===== src/rtl/fetch_pkg.sv =====
// Shared types and constants for the instruction fetch stage.
package fetch_pkg;

    localparam int XLEN = 32;

    // PC the fetch stage starts from after reset unless overridden.
    localparam logic [XLEN-1:0] RESET_PC_DEFAULT = 32'h0000_0000;

    // addi x0, x0, 0 -- presented on instr while the buffer is empty.
    localparam logic [XLEN-1:0] INSTR_NOP = 32'h0000_0013;

    // One buffered fetch result: the word and the PC it was fetched from.
    typedef struct packed {
        logic [XLEN-1:0] pc;
        logic [XLEN-1:0] instr;
    } fetch_entry_t;

endpackage


===== src/rtl/fetch_fifo.sv =====
// Small in-order buffer of fetch results. Flush beats push and pop.
module fetch_fifo
    import fetch_pkg::*;
#(
    parameter  int DEPTH = 2,
    localparam int CNT_W = $clog2(DEPTH + 1)
) (
    input  logic               clk,
    input  logic               reset,
    input  logic               push,
    input  fetch_entry_t       push_data,
    input  logic               pop,
    input  logic               flush,
    output fetch_entry_t       head,
    output logic               full,
    output logic               empty,
    output logic [CNT_W-1:0]   count
);

    localparam int               PTR_W = (DEPTH > 1) ? $clog2(DEPTH) : 1;
    localparam logic [PTR_W-1:0] LAST  = PTR_W'(DEPTH - 1);

    fetch_entry_t     mem_q [DEPTH];
    fetch_entry_t     mem_d [DEPTH];
    logic [PTR_W-1:0] wr_ptr_q, wr_ptr_d;
    logic [PTR_W-1:0] rd_ptr_q, rd_ptr_d;
    logic [CNT_W-1:0] count_q, count_d;
    logic             do_push, do_pop;

    assign full  = (count_q == CNT_W'(DEPTH));
    assign empty = (count_q == '0);
    assign count = count_q;
    assign head  = mem_q[rd_ptr_q];

    // Next pointers, count and storage contents; flush empties the buffer outright.
    always_comb begin
        // NOTE: every signal written here gets its default first, so no path can leave it unassigned and infer a latch.
        mem_d    = mem_q;
        wr_ptr_d = wr_ptr_q;
        rd_ptr_d = rd_ptr_q;
        do_push  = push && !flush;
        do_pop   = pop && !flush && !empty;

        if (do_push) begin
            mem_d[wr_ptr_q] = push_data;
            wr_ptr_d        = (wr_ptr_q == LAST) ? '0 : wr_ptr_q + PTR_W'(1);
        end
        if (do_pop) begin
            rd_ptr_d = (rd_ptr_q == LAST) ? '0 : rd_ptr_q + PTR_W'(1);
        end
        count_d = count_q + CNT_W'(do_push) - CNT_W'(do_pop);

        if (flush) begin
            wr_ptr_d = '0;
            rd_ptr_d = '0;
            count_d  = '0;
        end
    end

    // Control state register with synchronous reset.
    always_ff @(posedge clk) begin
        // NOTE: sequential state uses non-blocking assignments so every flop samples pre-edge values.
        if (reset) begin
            wr_ptr_q <= '0;
            rd_ptr_q <= '0;
            count_q  <= '0;
        end else begin
            wr_ptr_q <= wr_ptr_d;
            rd_ptr_q <= rd_ptr_d;
            count_q  <= count_d;
        end
    end

    // Entry storage.
    always_ff @(posedge clk) begin
        // NOTE: storage is deliberately not reset; count and pointers alone define which entries are valid.
        mem_q <= mem_d;
    end

endmodule


===== src/rtl/fetch_unit.sv =====
// Instruction fetch stage: owns the PC, issues credit-limited word fetches,
// buffers responses in order and drops stale responses after a redirect.
module fetch_unit
    import fetch_pkg::*;
#(
    parameter logic [XLEN-1:0] RESET_PC   = RESET_PC_DEFAULT,
    parameter int              FIFO_DEPTH = 2
) (
    input  logic            clk,
    input  logic            reset,
    output logic            imem_req,
    output logic [XLEN-1:0] imem_addr,
    input  logic            imem_gnt,
    input  logic            imem_rvalid,
    input  logic [XLEN-1:0] imem_rdata,
    input  logic            redirect_valid,
    input  logic [XLEN-1:0] redirect_pc,
    output logic            instr_valid,
    output logic [XLEN-1:0] instr,
    output logic [XLEN-1:0] instr_pc,
    input  logic            instr_ready
);

    localparam int CNT_W  = $clog2(FIFO_DEPTH + 1);
    localparam int USED_W = CNT_W + 1;

    logic [XLEN-1:0]   fetch_pc_q, fetch_pc_d;
    logic [XLEN-1:0]   resp_pc_q, resp_pc_d;
    logic [CNT_W-1:0]  outstanding_q, outstanding_d;
    logic [CNT_W-1:0]  discard_q, discard_d;
    logic              started_q, started_d;

    logic [CNT_W-1:0]  fifo_count;
    logic              fifo_full, fifo_empty;
    fetch_entry_t      fifo_head, push_entry;
    logic [USED_W-1:0] used;
    logic [XLEN-1:0]   target;
    logic              pop, push, grant;

    // started_q keeps the request low for the first cycle after reset.
    assign instr_valid = !fifo_empty && !reset;
    assign pop         = instr_valid && instr_ready;
    assign used        = USED_W'(fifo_count) + USED_W'(outstanding_q) - USED_W'(pop);
    assign imem_req    = started_q && !reset && !redirect_valid && (used < USED_W'(FIFO_DEPTH));
    assign grant       = imem_req && imem_gnt;
    assign push        = imem_rvalid && !redirect_valid && (discard_q == '0);
    assign imem_addr   = fetch_pc_q;
    assign target      = redirect_pc & ~32'd3;
    assign push_entry  = '{pc: resp_pc_q, instr: imem_rdata};
    assign instr       = instr_valid ? fifo_head.instr : INSTR_NOP;
    assign instr_pc    = fifo_head.pc;

    fetch_fifo #(
        .DEPTH (FIFO_DEPTH)
    ) u_fifo (
        .clk       (clk),
        .reset     (reset),
        .push      (push),
        .push_data (push_entry),
        .pop       (pop),
        .flush     (redirect_valid),
        .head      (fifo_head),
        .full      (fifo_full),
        .empty     (fifo_empty),
        .count     (fifo_count)
    );

    // Next PC, response PC and in-flight bookkeeping.
    always_comb begin
        started_d     = 1'b1;
        fetch_pc_d    = fetch_pc_q;
        resp_pc_d     = resp_pc_q;
        discard_d     = discard_q;
        outstanding_d = outstanding_q + CNT_W'(grant) - CNT_W'(imem_rvalid);

        if (grant) begin
            fetch_pc_d = fetch_pc_q + 32'd4;
        end
        if (push) begin
            resp_pc_d = resp_pc_q + 32'd4;
        end
        if (imem_rvalid && (discard_q != '0)) begin
            discard_d = discard_q - CNT_W'(1);
        end

        // outstanding_q counts stale and live requests alike, so after a redirect
        // everything still in flight (less this cycle's response) is stale: this is
        // the old discard count plus the live in-flight requests.
        if (redirect_valid) begin
            fetch_pc_d = target;
            resp_pc_d  = target;
            discard_d  = outstanding_q - CNT_W'(imem_rvalid);
        end
    end

    // State register with synchronous reset.
    always_ff @(posedge clk) begin
        if (reset) begin
            started_q     <= 1'b0;
            fetch_pc_q    <= RESET_PC;
            resp_pc_q     <= RESET_PC;
            outstanding_q <= '0;
            discard_q     <= '0;
        end else begin
            started_q     <= started_d;
            fetch_pc_q    <= fetch_pc_d;
            resp_pc_q     <= resp_pc_d;
            outstanding_q <= outstanding_d;
            discard_q     <= discard_d;
        end
    end

    // The credit rule must make a push into a full buffer impossible.
    a_no_overflow: assert property (@(posedge clk) disable iff (reset)
        (push && fifo_full) |-> pop);

    // Memory never answers a request that was not granted.
    a_no_orphan_rvalid: assert property (@(posedge clk) disable iff (reset)
        imem_rvalid |-> (outstanding_q != '0));

endmodule


===== config.mk =====
export PLATFORM = sky130hd
export DESIGN_NAME = fetch_unit
export DESIGN_NICKNAME = d
export VERILOG_FILES = /design/src/rtl/fetch_pkg.sv /design/src/rtl/fetch_fifo.sv /design/src/rtl/fetch_unit.sv
export SDC_FILE = /design/constraint.sdc
export NUM_CORES = 1
export LEC_CHECK = 0
export CORE_MARGIN = 3
export CORE_UTILIZATION = 35
export CTS_CLUSTER_SIZE = 16
export DETAILED_ROUTE_END_ITERATION = 6
export SYNTH_ARGS = -nofsm -noshare
export SYNTH_HDL_FRONTEND = slang
export SYNTH_SLANG_ARGS = --single-unit

===== constraint.sdc =====
create_clock -name clk -period 7.1 [get_ports clk]
set_input_delay 0.71 -clock clk [delete_from_list [all_inputs] [get_ports clk]]
set_output_delay 0.71 -clock clk [all_outputs]
set_load 0.03 [all_outputs]

# Word-level counts from Yosys, hierarchy flattened

Cells that the tools add are included.

Add/subtract/negate cells: 12
$mul: 0
Divide/modulo/power cells: 0
$lt $le $gt $ge: 4
Eq/ne operators: 0
Shift-type cells: 0
Multiplexer cells: 16
Bitwise operators: 2
Reduce and logical (&&, ||, !) cells: 23

Operator list:

| cell                                                                         | number |
|---|---|
| 64-bit 2-to-1 mux                                                            | 4 |
| 32-bit 2-to-1 mux                                                            | 5 |
| 128-bit bitwise mux                                                          | 1 |
| 32-bit by 3-bit adder with 32-bit output, second input constant              | 2 |
| 64-bit demux with 1-bit select                                               | 1 |
| 1-bit logical AND                                                            | 13 |
| 2-bit nonzero test                                                           | 4 |
| 2-bit by 1-bit subtractor with 2-bit output                                  | 3 |
| 2-bit by 1-bit adder with 2-bit output                                       | 2 |
| 2-bit greater-or-equal comparator, second input constant                     | 2 |
| 2-bit zero test                                                              | 2 |
| 2-bit 2-to-1 mux                                                             | 2 |
| 1-bit NOT with 2-bit output                                                  | 2 |
| 2-bit by 2-bit adder with 3-bit output                                       | 1 |
| 1-bit zero test                                                              | 3 |
| 3-bit by 2-bit less-than comparator with 1-bit output, second input constant | 1 |
| 1-bit 2-to-1 mux                                                             | 3 |
| 3-bit by 1-bit subtractor with 3-bit output                                  | 1 |
| 1-bit adder, second input constant                                           | 2 |
| 2-bit by 1-bit less-than comparator with 1-bit output, second input constant | 1 |
| 2-bit OR reduction                                                           | 1 |
| 2-bit by 1-bit subtractor with 2-bit output, second input constant           | 1 |

Flip-flop bits (word level): 201
Latch bits: 0
Bits in writable memories: 0
Memory bits (read-only): 0
Bits of input ports: 70
Word-level logic and storage cells: 71
Memories: 0

# Depth between registers and ports, before layout

Depth after elaboration: 10
Mapped depth: 15

# By module

A second synthesis with hierarchy kept.

Cell total of the unflattened synthesis: 751
Area, all modules: 9059.9 um^2

By module, submodules not included:

| module     | instances | cells each | area each (um^2) |
|---|---|---|---|
| fetch_fifo | 1         | 221        | 4815.9 |
| fetch_unit | 1         | 530        | 4244.1 |

# Worst setup path before layout

OpenSTA, ideal clock, no wires.

Kind: input -> register
Start: in redirect_valid
End: reg u_fifo.mem_q[100] in the netlist's numbering, enable pin
Setup time: 558 ps
Arrival: 5412 ps
Data required time: 6542 ps
Slack: 1130 ps
Stages on the path: 3
Path buffers: 2
Cells stage by stage: clkbuf_1 > clkbuf_1 > nor3_1

Cells in the longest elaborated chain, start to end: 4

Ends and longest elaborated chain:

| element                         | line                               | source |
|---|---|---|
| start, declared                 | fetch_unit.sv:16                   | `input logic redirect_valid,` |
| 1-bit zero test *               | fetch_fifo.sv:41, fetch_unit.sv:46 |  |
| 1-bit logical AND (2 in series) | fetch_unit.sv:46                   | `assign push = imem_rvalid && !redirect_valid && (discard_q == '0);` |
| 1-bit logical AND *             | fetch_fifo.sv:41                   | `do_push = push && !flush;` |
| end signal, assigned            | fetch_fifo.sv:77                   | `mem_q <= mem_d;` |
| end, declared                   | fetch_fifo.sv:23                   | `fetch_entry_t mem_q [DEPTH];` |

Every way passes the cells marked *; elsewhere a longest branch is shown, timed or not.
A chain may end at the register's enable or synchronous reset.

# Worst setup path after layout

Start: in reset
End: out imem_req

Cells in the longest elaborated chain, start to end: 6

Ends and longest elaborated chain:

| element                                               | line                               | source |
|---|---|---|
| start, declared                                       | fetch_unit.sv:10                   | `input logic reset,` |
| 1-bit zero test *                                     | fetch_unit.sv:41, fetch_unit.sv:44 |  |
| 1-bit logical AND                                     | fetch_unit.sv:41                   | `assign instr_valid = !fifo_empty && !reset;` |
| 1-bit logical AND                                     | fetch_unit.sv:42                   | `assign pop = instr_valid && instr_ready;` |
| 3-bit by 1-bit subtractor with 3-bit output           | fetch_unit.sv:43                   | `assign used = USED_W'(fifo_count) + USED_W'(outstanding_q) - USED_W'(pop);` |
| 3-bit by 2-bit less-than comparator with 1-bit output | fetch_unit.sv:44                   | `assign imem_req = started_q && !reset && !redirect_valid && (used < USED_W'(FIFO_DEPTH));` |
| 1-bit logical AND *                                   | fetch_unit.sv:44                   |  |
| end, declared                                         | fetch_unit.sv:11                   | `output logic imem_req,` |

Marked as above.

==> flow_metrics.env <==
export IMPL_cts_repair_resized=0
export IMPL_multi_input_area_um2=3240
export IMPL_clkSinkCount=193
export IMPL_avgRoutedWirePerCell_um=17.5
export IMPL_worst_pin_slew_ns=1.03
export IMPL_clkTransAtPathRegs_ns=0.07
export IMPL_grt_start_max_net_pins=64
export IMPL_slew_headroom_pct=31.6
export IMPL_wirelength_um=20700
export IMPL_skew_ns=0.0150
export IMPL_hold_viol=0
export IMPL_fmax_ghz=0.196
export IMPL_grtUsageTotal_pct=15.6
export IMPL_ys_async_sr_fraction_pct=0
export IMPL_rr_endpoint="imem_addr[21]"
export IMPL_dp_hpwl_um=14200
export IMPL_vias=6184
export IMPL_grt_overflow_total=0
export IMPL_cp_slowest_cell="clkdlybuf4s50_1"
export IMPL_cts_root_buf="clkbuf_16"
export IMPL_synth_ff_type="edfxtp_1"
export IMPL_r2r_start="u_fifo.count[1]"
export IMPL_p_leak_nw=3.52
export IMPL_layout_drive_gt1_share_pct=8.89
export IMPL_ff2ff_path_depth=11
export IMPL_final_cell_mix="clkdlybuf4s50_1 (161), edfxtp_1 (124), dfxtp_1 (68)"
export IMPL_grt_pass1_wl_um=32300
export IMPL_area_growth_syn_to_layout_pct=29.0
export IMPL_timing_final_crit_share_pct=72.0
export IMPL_required_ns=6.39
export IMPL_hp_start="resp_pc_q[7]"
export IMPL_min_period_ns=5.11
export IMPL_die_area_um2=26400
export IMPL_outcome="finished clean"
export IMPL_ctsLongestPathBuffers=2
export IMPL_io_pins=168
export IMPL_cts_made_buffers=17
export IMPL_antenna_cells=0
export IMPL_synth_cells=704
export IMPL_final_common_cell="clkdlybuf4s50_1"
export IMPL_ys_warn_count=0
export IMPL_r2r_setup_slack_ns=3.54
export IMPL_ir_drop_uv=133
export IMPL_cts_setup_buffers=0
export IMPL_drt_antenna_violating_nets=0
export IMPL_synth_area_um2=8580
export IMPL_gp_congestion=0.854
export IMPL_endpoint_kind="primary output"
export IMPL_start_util_pct=36.1
export IMPL_synth_seq_cells=193
export IMPL_rows=56
export IMPL_slew_viol_final=0
export IMPL_fin_total_pwr_mw=2.54
export IMPL_worstSetupPathType="primary input to primary output"
export IMPL_setup_viol=0
export IMPL_place_area_um2=10500
export IMPL_avgViaCountPerCell=5.22
export IMPL_drtIter0Drc=400
export IMPL_p_per_area_nw_per_um2=230
export IMPL_cts_tree="yes"
export IMPL_critical_path_top_delay_family="buffers and inverters"
export IMPL_yosysSeqAreaShare_pct=59.5
export IMPL_fin_area_um2=11100
export IMPL_rsz0062_at_grt="no"
export IMPL_io_buffer_count=161
export IMPL_antenna_found_initial=0
export IMPL_whs_endpoint="u_fifo.mem_q[39]"
export IMPL_nets=934
export IMPL_cts_hold_fix_buffers=0
export IMPL_die_w_um=163
export IMPL_path_buf_inv=5
export IMPL_drc=0
export IMPL_h_tree_depth=4
export IMPL_holdPathStages=0
export IMPL_cp_max_fo=12
export IMPL_min_path_type="register to register"
export IMPL_nFillCells=2177
export IMPL_dr_pass1_iters=5
export IMPL_crit_chain="clkdlybuf4s50_1 -> inv_1 -> o21ai_2 -> inv_1 -> nand2_1 -> inv_1 -> ha_1 -> nand2b_1 -> fa_1 -> xnor2_1 -> nor3_1 -> clkdlybuf4s50_1"
export IMPL_drv_cap=0
export IMPL_max_stage_delay_ns=0.81
export IMPL_clk_latency_ns=0.43
export IMPL_synth_edf_count=124
export IMPL_ys_types=48
export IMPL_grt_pass1_vias=5731
export IMPL_syn_area_per_cell_um2=12.2
export IMPL_critical_path_arrival_ns=4.40
export IMPL_cp_start_kind="primary input"
export IMPL_tns_ns=0
export IMPL_crit_top_cell="inv_1"
export IMPL_seq_area_um2=5110
export IMPL_core_um2=23800
export IMPL_die_h_um=163
per-stage QoR:
stage          hold WS (ns)  util (%)  cells  setup WS (ns)
4_1_cts               0.510      46.6   1185           1.98
3_3_place_gp          0.482      44.2   1153           2.05
6_report              0.509      46.6   1185           1.99
2_1_floorplan         0.462         -    707           1.13
3_5_place_dp          0.492      44.2   1153           2.02
5_1_grt               0.535      46.6   1185           1.79
logic make-up (layout without fill, tap and decap cells):
family	Yosys count	in the layout	share of synthesized area [%]
buf+inv	62	221	2.92
mux	65	65	8.02
fa+ha+maj	11	11	1.69
other cells	1	4	0.0437
xor+xnor	28	28	2.86
compound gates	128	128	10.8
simple gates	216	216	14.2
flops	193	193	59.5
per-layer routing:
metal  share of wire [%]  global-route usage [%]  wire length [um]
met4                0.98                    3.65               203
met1                  48                    22.7              9980
met2                  44                    23.5              9190
met3                 6.4                    3.79              1330
met5                   0                       0                 0
flip-flops by register name, summed over array words and instances (netlist names):
signal and cells:
discard_q 2, imem_addr 30, outstanding_q 2, resp_pc_q 30, started_q 1, u_fifo.count 2, u_fifo.mem_q 124, u_fifo.rd_ptr_q 1
u_fifo.wr_ptr_q 1
final cells by class:
cell class,instances,share of cell area [%]
Inverter,22,0.746
Timing Repair Buffer,167,15.0
Clock inverter,14,1.33
Clock buffer,18,3.88
Multi-Input combinational cell,452,29.3
Sequential cell,193,46.2
Tap cell,319,3.61
synth_stat cells (19+ instances only):
cell type | n | area (um2)
clkbuf_1 | 32 | 120
dfxtp_1 | 69 | 1380
edfxtp_1 | 124 | 3720
inv_1 | 22 | 82.6
mux2_2 | 30 | 338
mux2i_1 | 35 | 350
nand2_1 | 29 | 109
nand4_1 | 21 | 131
nor2_1 | 46 | 173
nor4_1 | 27 | 169
o21ai_0 | 19 | 95.1
or4_1 | 19 | 143
where the power goes:
group | leakage (nW) | internal, mW | switching (mW) | total (mW)
sequential | 1.71 | 1.25 | 0.0524 | 1.31
clock | 0.278 | 0.497 | 0.438 | 0.935
combinational | 1.53 | 0.135 | 0.169 | 0.304
total | 3.52 | 1.89 | 0.659 | 2.54
worst max path at each step:
stage	startpoint	to	cells after the start
after global placement	reset	imem_req	12
after floorplan	redirect_valid	u_fifo.mem_q[100]	3
after global routing	reset	imem_req	12
final	reset	imem_req	12
after detailed placement	reset	imem_req	12
after CTS	reset	imem_req	12
Note: power is estimated with default switching activity, not from simulation.
